==> src/rtl/count_sequencer.sv <==
// rtl/count_sequencer.sv - command-driven sequencer for an external loadable up/down counter
// Runs reps passes of load-then-count-to-terminal; abort and reset cancel a sequence at any point.
module count_sequencer #(
  parameter int WIDTH  = 8,
  parameter int REPS_W = 4
) (
  input  logic              clk,
  input  logic              rst,
  input  logic              cmd_valid,
  output logic              cmd_ready,
  input  logic [WIDTH-1:0]  cmd_start,
  input  logic              cmd_dir,
  input  logic [REPS_W-1:0] cmd_reps,
  input  logic              abort,
  output logic              cnt_load,
  output logic [WIDTH-1:0]  cnt_load_value,
  output logic              cnt_enable,
  output logic              cnt_direction,
  input  logic              cnt_done,
  output logic              busy,
  output logic              run_done,
  output logic              aborted,
  output logic [REPS_W-1:0] reps_left
);

  typedef enum logic [1:0] {IDLE, LOAD, RUN, DONE} state_t;

  state_t             state;
  logic [WIDTH-1:0]   start_reg;
  logic               dir_reg;
  logic [REPS_W-1:0]  reps_reg;
  logic               aborted_reg;
  logic               accept;

  // abort gates the strobes in the same cycle so the counter never sees a load or step once cancelled
  assign cmd_ready      = (state == IDLE) && !abort;
  assign accept         = cmd_valid && cmd_ready;
  assign busy           = (state != IDLE);
  assign cnt_load       = (state == LOAD) && !abort;
  assign cnt_enable     = (state == RUN) && !cnt_done && !abort;
  assign run_done       = (state == DONE) && !abort;
  assign cnt_load_value = start_reg;
  assign cnt_direction  = dir_reg;
  assign reps_left      = reps_reg;
  assign aborted        = aborted_reg;

  always_ff @(posedge clk or posedge rst) begin
    if (rst) begin
      state       <= IDLE;
      start_reg   <= '0;
      dir_reg     <= 1'b0;
      reps_reg    <= '0;
      aborted_reg <= 1'b0;
    end else begin
      aborted_reg <= 1'b0;
      if (state == IDLE) begin
        if (accept) begin
          start_reg <= cmd_start;
          dir_reg   <= cmd_dir;
          reps_reg  <= cmd_reps;
          state     <= (cmd_reps != '0) ? LOAD : DONE;
        end
      end else if (abort) begin
        // remaining passes are meaningless after cancellation
        state       <= IDLE;
        aborted_reg <= 1'b1;
        reps_reg    <= '0;
      end else begin
        case (state)
          LOAD: state <= RUN;
          RUN: begin
            if (cnt_done) begin
              reps_reg <= reps_reg - 1'b1;
              state    <= (reps_reg == REPS_W'(1)) ? DONE : LOAD;
            end
          end
          DONE:    state <= IDLE;
          default: state <= IDLE;
        endcase
      end
    end
  end

endmodule
==> config.mk <==
export PLATFORM = sky130hd
export DESIGN_NAME = count_sequencer
export DESIGN_NICKNAME = d
export VERILOG_FILES = /design/src/rtl/count_sequencer.sv
export SDC_FILE = /design/constraint.sdc
export NUM_CORES = 1
export LEC_CHECK = 0
export CAP_MARGIN = 10
export CORE_ASPECT_RATIO = 1.1
export CORE_MARGIN = 2
export CORE_UTILIZATION = 46
export CTS_BUF_LIST = sky130_fd_sc_hd__clkbuf_8
export CTS_CLUSTER_DIAMETER = 120
export CTS_CLUSTER_SIZE = 16
export DETAILED_ROUTE_END_ITERATION = 10
export HOLD_SLACK_MARGIN = 0.03
export PLACE_DENSITY_LB_ADDON = 0.05
export SETUP_SLACK_MARGIN = 0.3
export SYNTH_ARGS = -nofsm -noshare
export SYNTH_HDL_FRONTEND = slang
export SYNTH_SLANG_ARGS = --single-unit
==> constraint.sdc <==
create_clock -name clk -period 4.6 [get_ports clk]
set_input_delay 1.38 -clock clk [delete_from_list [all_inputs] [get_ports clk]]
set_output_delay 1.38 -clock clk [all_outputs]
set_load 0.02 [all_outputs]
* Word level (Yosys, flattened, before mapping)
Index checks and enable logic that the tools add are counted.
W data, S select, Z words.
** Operators by class
- Equality and inequality tests :: 6
- Mux-type cells :: 14
- Add/sub/neg operators :: 1
- Reductions and logical operators :: 16
** Operator list (number)
- $mux W4 :: 5
- $mux W2 :: 6
- $logic_and A1 B1 Y1 :: 6
- $reduce_bool A3 Y1 :: 2
- $eq A2 B2 Y1 const B :: 2
- $eq A4 B1 Y1 const B :: 1
- $ne A4 B4 Y1 const B :: 1
- $pmux W2 S2 :: 1
- $reduce_and A2 Y1 :: 2
- $reduce_bool A4 Y1 :: 1
- $sub A4 B1 Y4 const B :: 1
- $reduce_and A3 Y1 :: 1
- $eq A2 B1 Y1 const B :: 1
- $logic_not A1 Y1 :: 2
- $logic_not A2 Y1 :: 1
- $mux W1 :: 2
- $ne A2 B2 Y1 const B :: 1
- $reduce_bool A2 Y1 :: 1
** Storage, ports and cells
- Output and inout bits :: 19
- Logic and storage cells :: 42
- Input bits :: 18
- Bits in registers :: 16

* Logic depth before layout (Yosys ltp)
Gate-level depths: netlist of the first run.
- Depth after elaboration :: 6
- Mapped depth :: 7
- Depth with buffers taken out :: 6

* Worst setup path before layout of the first run
OpenSTA, ideal clock, no wires.
- Path type :: input port to output port
- Start point :: input abort
- End point :: output cnt_enable
- Stages on the path :: 2
- Path slack :: 1.309 ns
- Buffers on the path :: 1
- Arrival :: 1.911 ns
- Data required time :: 3.220 ns
- Path through :: buf_2 > nor3b_2
** On the way
- Word-level cells in the longest chain between the ends :: 2
** Ends and longest elaborated chain
- start, declared :: line 14 : input logic abort,
- $logic_not A1 Y1 :: line 40 : assign cnt_enable = (state == RUN) && !cnt_done && !abort;
- $logic_and A1 B1 Y1 :: line 40
- end, declared :: line 17 : output logic cnt_enable,
No other way between the ends.

* Worst setup path after layout of the first run
- Start point :: input cnt_done
- End point :: output cnt_enable
** On the way
- Word-level cells in the longest chain between the ends :: 3
** Ends and longest elaborated chain
- start, declared :: line 19 : input logic cnt_done,
- $logic_not A1 Y1 :: line 40
- $logic_and A1 B1 Y1 (2 in series) :: line 40
No other way between the ends.

==> impl_metrics.env, run 1 <==
export IMPL_crit_type="input pin to primary output"
export IMPL_dpl_cell_count=129
export IMPL_dr_wl_met3_um=104
export IMPL_synth_seq_area_share=0.4678
export IMPL_synth_cell_type_count=27
export IMPL_reg2reg_to="reps_left[1]"
export IMPL_crit_path_start_kind="input pin"
export IMPL_p_leak_nw=0.5439
export IMPL_die_area_mm2=0.002222
export IMPL_dp_hpwl_um=1398
export IMPL_yosysMostFrequentCell="dfrtp_1"
export IMPL_clkSinkCount=16
export IMPL_dr_wl_met2_um=932
export IMPL_grt_max_degree=17
export IMPL_path_clk_slew_ns=0.06
export IMPL_fin_crit_sh=0.8798
export IMPL_fin_setup_tns_ns=0
export IMPL_min_delay_path_depth=1
export IMPL_port_buffers=36
export IMPL_drtIter0Drc=6
export IMPL_core_area_mm2=0.001762
export IMPL_largest_reg_flops=8
export IMPL_postSynthCellCount=78
export IMPL_vias=693
export IMPL_final_max_slew_viol_count=0
export IMPL_first_pass_iters=4
export IMPL_insertion_delay_ns=0.25
export IMPL_rsz0062_at_grt="false"
export IMPL_grt_pass1_vias=735
export IMPL_synthFlopType="dfrtp_1"
export IMPL_layout_nets=140
export IMPL_rrSetupSlack_ns=2.36
export IMPL_clockBufferDepth=2
export IMPL_tritoncts="built"
export IMPL_setup_violations=0
export IMPL_grt_pass1_wl_um=3187
export IMPL_wirelength_um=1883
export IMPL_drc=0
export IMPL_peakVddDrop_mv=0.4344
export IMPL_cap_violations=0
export IMPL_post_drt_via_cell_ratio=5.211
export IMPL_min_from="cnt_load_value[5]"
export IMPL_stdcell_count=133
export IMPL_initial_core_util=0.4858
export IMPL_cellPowerDensity_mw_per_mm2=671.8
export IMPL_h_tree_depth=1
export IMPL_async_flop_share=1.000
export IMPL_ys_ff_latch=16
export IMPL_skew_ns=0.001661
export IMPL_wire_per_inst_um=14.16
export IMPL_cts_root_buf="clkbuf_8"
export IMPL_crit_arrival_ns=2.67
export IMPL_hold_viol=0
export IMPL_syn_avg_cell_area_um2=10.97
export IMPL_wl_met1_um=832
export IMPL_synth_area_um2=855.8
export IMPL_drive_above_1_share=0.06957
export IMPL_die_height_um=49.24
export IMPL_synth_top_area_frac=0.4678
export IMPL_path_max_fanout=2
export IMPL_yosysWarnings=0
export IMPL_ant_nets=0
export IMPL_cts_buffers=3
export IMPL_regToRegStartpoint="state[0]"
export IMPL_synth_edf_count=0
export IMPL_die_w_um=45.13
export IMPL_rows=16
export IMPL_highest_layer="met4"
export IMPL_gp_congestion=0.8347
export IMPL_r2r_cells=6
export IMPL_antenna_found_initial=0
export IMPL_ios=37
export IMPL_whs_endpoint="cnt_load_value[5]"
export IMPL_synth_common_cells="dfrtp_1, mux2_1, ha_1, nand2_1, inv_1"
export IMPL_syn_nets=102
export IMPL_worst_pin_slew_ns=0.6066
export IMPL_outcome="finished, final reports clean"
export IMPL_required_ns=3.22
export IMPL_hp_class="register to register"
export IMPL_syn2layout_area_growth_pct=49.12
export IMPL_synth_area_leaders="dfrtp_1, mux2_1, ha_1"
export IMPL_antenna_cells=0
export IMPL_track_usage=0.1936
export IMPL_finalCriticalPeriod_ns=4.047
export IMPL_grt_ovfl_total=0
export IMPL_max_freq_mhz=247.1
export IMPL_synth_area_leader_cell="dfrtp_1"
export IMPL_relSlewSlack=0.5952
export IMPL_cts_setup_buffers=0
export IMPL_end_kind="primary output"
-- timing repair --
action	4_1_cts	5_1_grt
setup endpoints to repair	1	0
hold buffers	0	0
hold endpoints to repair	0	0
gates resized for setup	1	0
-- placed cells by master, fill, tap and decap left out, types with 3 or more instances in the layout --
master and count:
mux2_1 9, clkbuf_8 4, a21oi_1 4, nand2_1 6
clkdlybuf4s50_1 35, nor2_1 4, nor2b_1 3, inv_1 5
ha_1 6, nor3_1 3, dfrtp_1 16
-- cell type report --
cell class / instances / area, µm²
fill: 132 / 485.5
multi-input combinational: 53 / 416.7
sequential: 16 / 400.4
timing repair buffer: 36 / 359.1
clock buffer: 4 / 55.05
inverter: 6 / 22.52
tap: 18 / 22.52
-- report_power, final --
group          internal, mW  switching [mW]  total, mW  leakage [nW]
registers             0.209          0.0501      0.259         0.195
logic                 0.230           0.243      0.474         0.320
clock network        0.0758          0.0489      0.125        0.0288
-- cells by family after synthesis --
group / count (synthesis) / share of synthesized area
compound gates: 11 / 0.09504
fa+ha+maj: 6 / 0.08772
buf+inv: 9 / 0.04531
flops: 16 / 0.4678
mux: 11 / 0.1418
simple gates: 25 / 0.1623
-- worst max-delay path, cell delays in order --
cell             delay [ns]
clkdlybuf4s50_1        0.44
nor3b_2                0.21
clkdlybuf4s50_1        0.63
-- how the worst max path moves through the flow --
stage / start / end / slack [ns] / cells after the start
floorplan: abort / cnt_enable / 1.31 / 2
global placement: abort / cnt_enable / 0.35 / 3
detailed placement: abort / cnt_enable / 0.29 / 3
CTS: cnt_done / cnt_enable / 0.53 / 3
global route: cnt_done / cnt_enable / 0.50 / 3
finish: cnt_done / cnt_enable / 0.55 / 3
-- stage by stage --
stage | cell area [µm²] | hold slack [ns] | utilization | total power, mW | setup slack (ns)
final | 1276 | 0.4894 | 0.7244 | 0.8574 | 0.5530
after global placement | 1222 | 0.4728 | 0.6939 | 0.7257 | 0.3524
after floorplan | 855.8 | 0.5687 | - | 0.5348 | 1.309
after detailed placement | 1222 | 0.4800 | 0.6939 | 0.7365 | 0.2882
after global routing | 1276 | 0.5143 | 0.7244 | 0.9197 | 0.5015
after CTS | 1276 | 0.4951 | 0.7244 | 0.8666 | 0.5345
-- metal layers --
layer | vias to the layer above | GRT usage
met2 | 25 | 0.3214
met4 | 0 | 0.06863
met1 | 322 | 0.2530
met5 | - | 0
met3 | 2 | 0.02222
li1 | 344 | -
No activity file was read; power rests on OpenSTA's default activity.
==> inputs of run 2 (changes only) <==
--- a/config.mk
+++ b/config.mk
@@ -16,6 +16,7 @@
 export HOLD_SLACK_MARGIN = 0.03
 export PLACE_DENSITY_LB_ADDON = 0.05
 export SETUP_SLACK_MARGIN = 0.3
+export SKIP_CTS_REPAIR_TIMING = 1
 export SYNTH_ARGS = -nofsm -noshare
 export SYNTH_HDL_FRONTEND = slang
 export SYNTH_SLANG_ARGS = --single-unit
==> impl_metrics.env, run 2 (same netlist as run 1, synthesis figures left out) <==
export IMPL_worst_pin_slew_ns=0.6066
export IMPL_cellPowerDensity_mw_per_mm2=670.1
export IMPL_insertion_delay_ns=0.25
export IMPL_p_seq_frac=0.302
export IMPL_p_int_uw=515.4
export IMPL_fin_setup_tns_ns=0
export IMPL_swShare=0.3991
export IMPL_gp_congestion=0.8347
export IMPL_mostFrequentLayoutCells="clkdlybuf4s50_1, dfrtp_1, mux2_1"
export IMPL_antenna_cells=0
export IMPL_required_ns=3.22
export IMPL_dp_hpwl_um=1398
export IMPL_combPwrFrac=0.553
export IMPL_clkSinkCount=16
export IMPL_final_cell_area_mm2=0.001280
export IMPL_vias=690
export IMPL_min_from="cnt_load_value[5]"
export IMPL_cts_root_buf="clkbuf_8"
export IMPL_r2r_cells=6
export IMPL_post_drt_via_cell_ratio=5.188
export IMPL_path_max_fanout=2
export IMPL_setup_worst_path_start="cnt_done"
export IMPL_final_max_slew_viol_count=0
export IMPL_hp_class="register to register"
export IMPL_p_leak_nw=0.5517
export IMPL_first_pass_iters=4
export IMPL_tritoncts="built"
export IMPL_rrSetupSlack_ns=2.35
export IMPL_path_clk_slew_ns=0.06
export IMPL_layout_nets=140
export IMPL_crit_path_start_kind="input pin"
export IMPL_clockPowerShare=0.145
export IMPL_h_tree_depth=1
export IMPL_die_area_mm2=0.002222
export IMPL_grt_ovfl_total=0
export IMPL_whs_endpoint="cnt_load_value[5]"
export IMPL_p_switching_uw=342.3
export IMPL_wirelength_um=1884
export IMPL_wire_per_inst_um=14.17
export IMPL_post_dp_cell_area_mm2=0.001222
export IMPL_fin_crit_sh=0.8798
export IMPL_finalCriticalPeriod_ns=4.047
export IMPL_skew_ns=0.001528
export IMPL_grt_pass1_wl_um=3187
export IMPL_end_kind="primary output"
export IMPL_initial_core_util=0.4858
export IMPL_drtIter0Drc=6
export IMPL_cap_violations=0
export IMPL_layout_commonest_cell="clkdlybuf4s50_1"
export IMPL_crit_arrival_ns=2.67
export IMPL_syn2layout_area_growth_pct=49.56
export IMPL_peakVddDrop_mv=0.4344
export IMPL_outcome="finished, final reports clean"
export IMPL_setup_violations=0
export IMPL_core_area_mm2=0.001762
export IMPL_cts_buffers=3
export IMPL_die_w_um=45.13
export IMPL_rows=16
export IMPL_relSlewSlack=0.5952
export IMPL_ios=37
export IMPL_antenna_found_initial=0
export IMPL_crit_type="input pin to primary output"
export IMPL_rsz0062_at_grt="false"
export IMPL_regToRegStartpoint="state[0]"
export IMPL_reg2reg_to="reps_left[1]"
export IMPL_drive_above_1_share=0.06957
export IMPL_min_delay_path_depth=1
export IMPL_die_height_um=49.24
export IMPL_grt_pass1_vias=735
export IMPL_clockBufferDepth=2
export IMPL_grt_max_degree=17
export IMPL_max_freq_mhz=247.1
export IMPL_port_buffers=36
export IMPL_largest_reg_flops=8
export IMPL_track_usage=0.1936
export IMPL_ant_nets=0
export IMPL_drc=0
export IMPL_hold_viol=0
[run 2: cell count changes in the layout (fill, tap and decap cells not counted)]
cell,before,now
dlygate4sd2_1,1,0
dlymetal6s2s_1,0,1
[run 2: worst max-delay path by stage]
| stage | to | slack (ns) | cells after the start |
|---|---|---|---|
| 6_report | cnt_enable | 0.55 | 3 |
| 5_1_grt | cnt_enable | 0.50 | 3 |
| 4_1_cts | cnt_enable | 0.29 | 3 |
| 3_5_place_dp | cnt_enable | 0.29 | 3 |
| 3_3_place_gp | cnt_enable | 0.35 | 3 |
| 2_1_floorplan | cnt_enable | 1.31 | 2 |
[run 2: layer usage]
metal / vias to the layer above / wire length, µm / track usage
met2: 25 / 929 / 0.3214
met4: 0 / 13 / 0.06863
li1: 344 / - / -
met1: 319 / 836 / 0.2530
met3: 2 / 104 / 0.02222
met5: - / 0 / 0
[run 2: area by class of cell]
type / count / area [µm²]
sequential: 16 / 400.4
inverter: 6 / 22.52
clock buffer: 4 / 55.05
multi-input combinational: 53 / 416.7
fill: 130 / 481.7
tap: 18 / 22.52
timing repair buffer: 36 / 362.8
[run 2: metrics by stage]
stage | power, mW | setup WS (ns) | std cells | utilization | hold WS [ns]
2_1_floorplan | 0.5348 | 1.309 | 78 | - | 0.5687
3_3_place_gp | 0.7257 | 0.3524 | 129 | 0.6939 | 0.4728
3_5_place_dp | 0.7365 | 0.2882 | 129 | 0.6939 | 0.4800
4_1_cts | 0.8669 | 0.2856 | 133 | 0.7251 | 0.4951
5_1_grt | 0.9199 | 0.5015 | 133 | 0.7266 | 0.5143
6_report | 0.8577 | 0.5530 | 133 | 0.7266 | 0.4894
[run 2: worst max-delay path, cell delays in order]
cell             delay [ns]
clkdlybuf4s50_1        0.44
nor3b_2                0.21
clkdlybuf4s50_1        0.63
[run 2: power groups by stage]
| stage | combinational, mW | clock (mW) | sequential [mW] |
|---|---|---|---|
| floorplan | 0.205 | 0 | 0.330 |
| global placement | 0.467 | 0 | 0.259 |
| detailed placement | 0.475 | 0 | 0.262 |
| CTS | 0.479 | 0.128 | 0.260 |
| global route | 0.515 | 0.134 | 0.272 |
| finish | 0.474 | 0.125 | 0.259 |
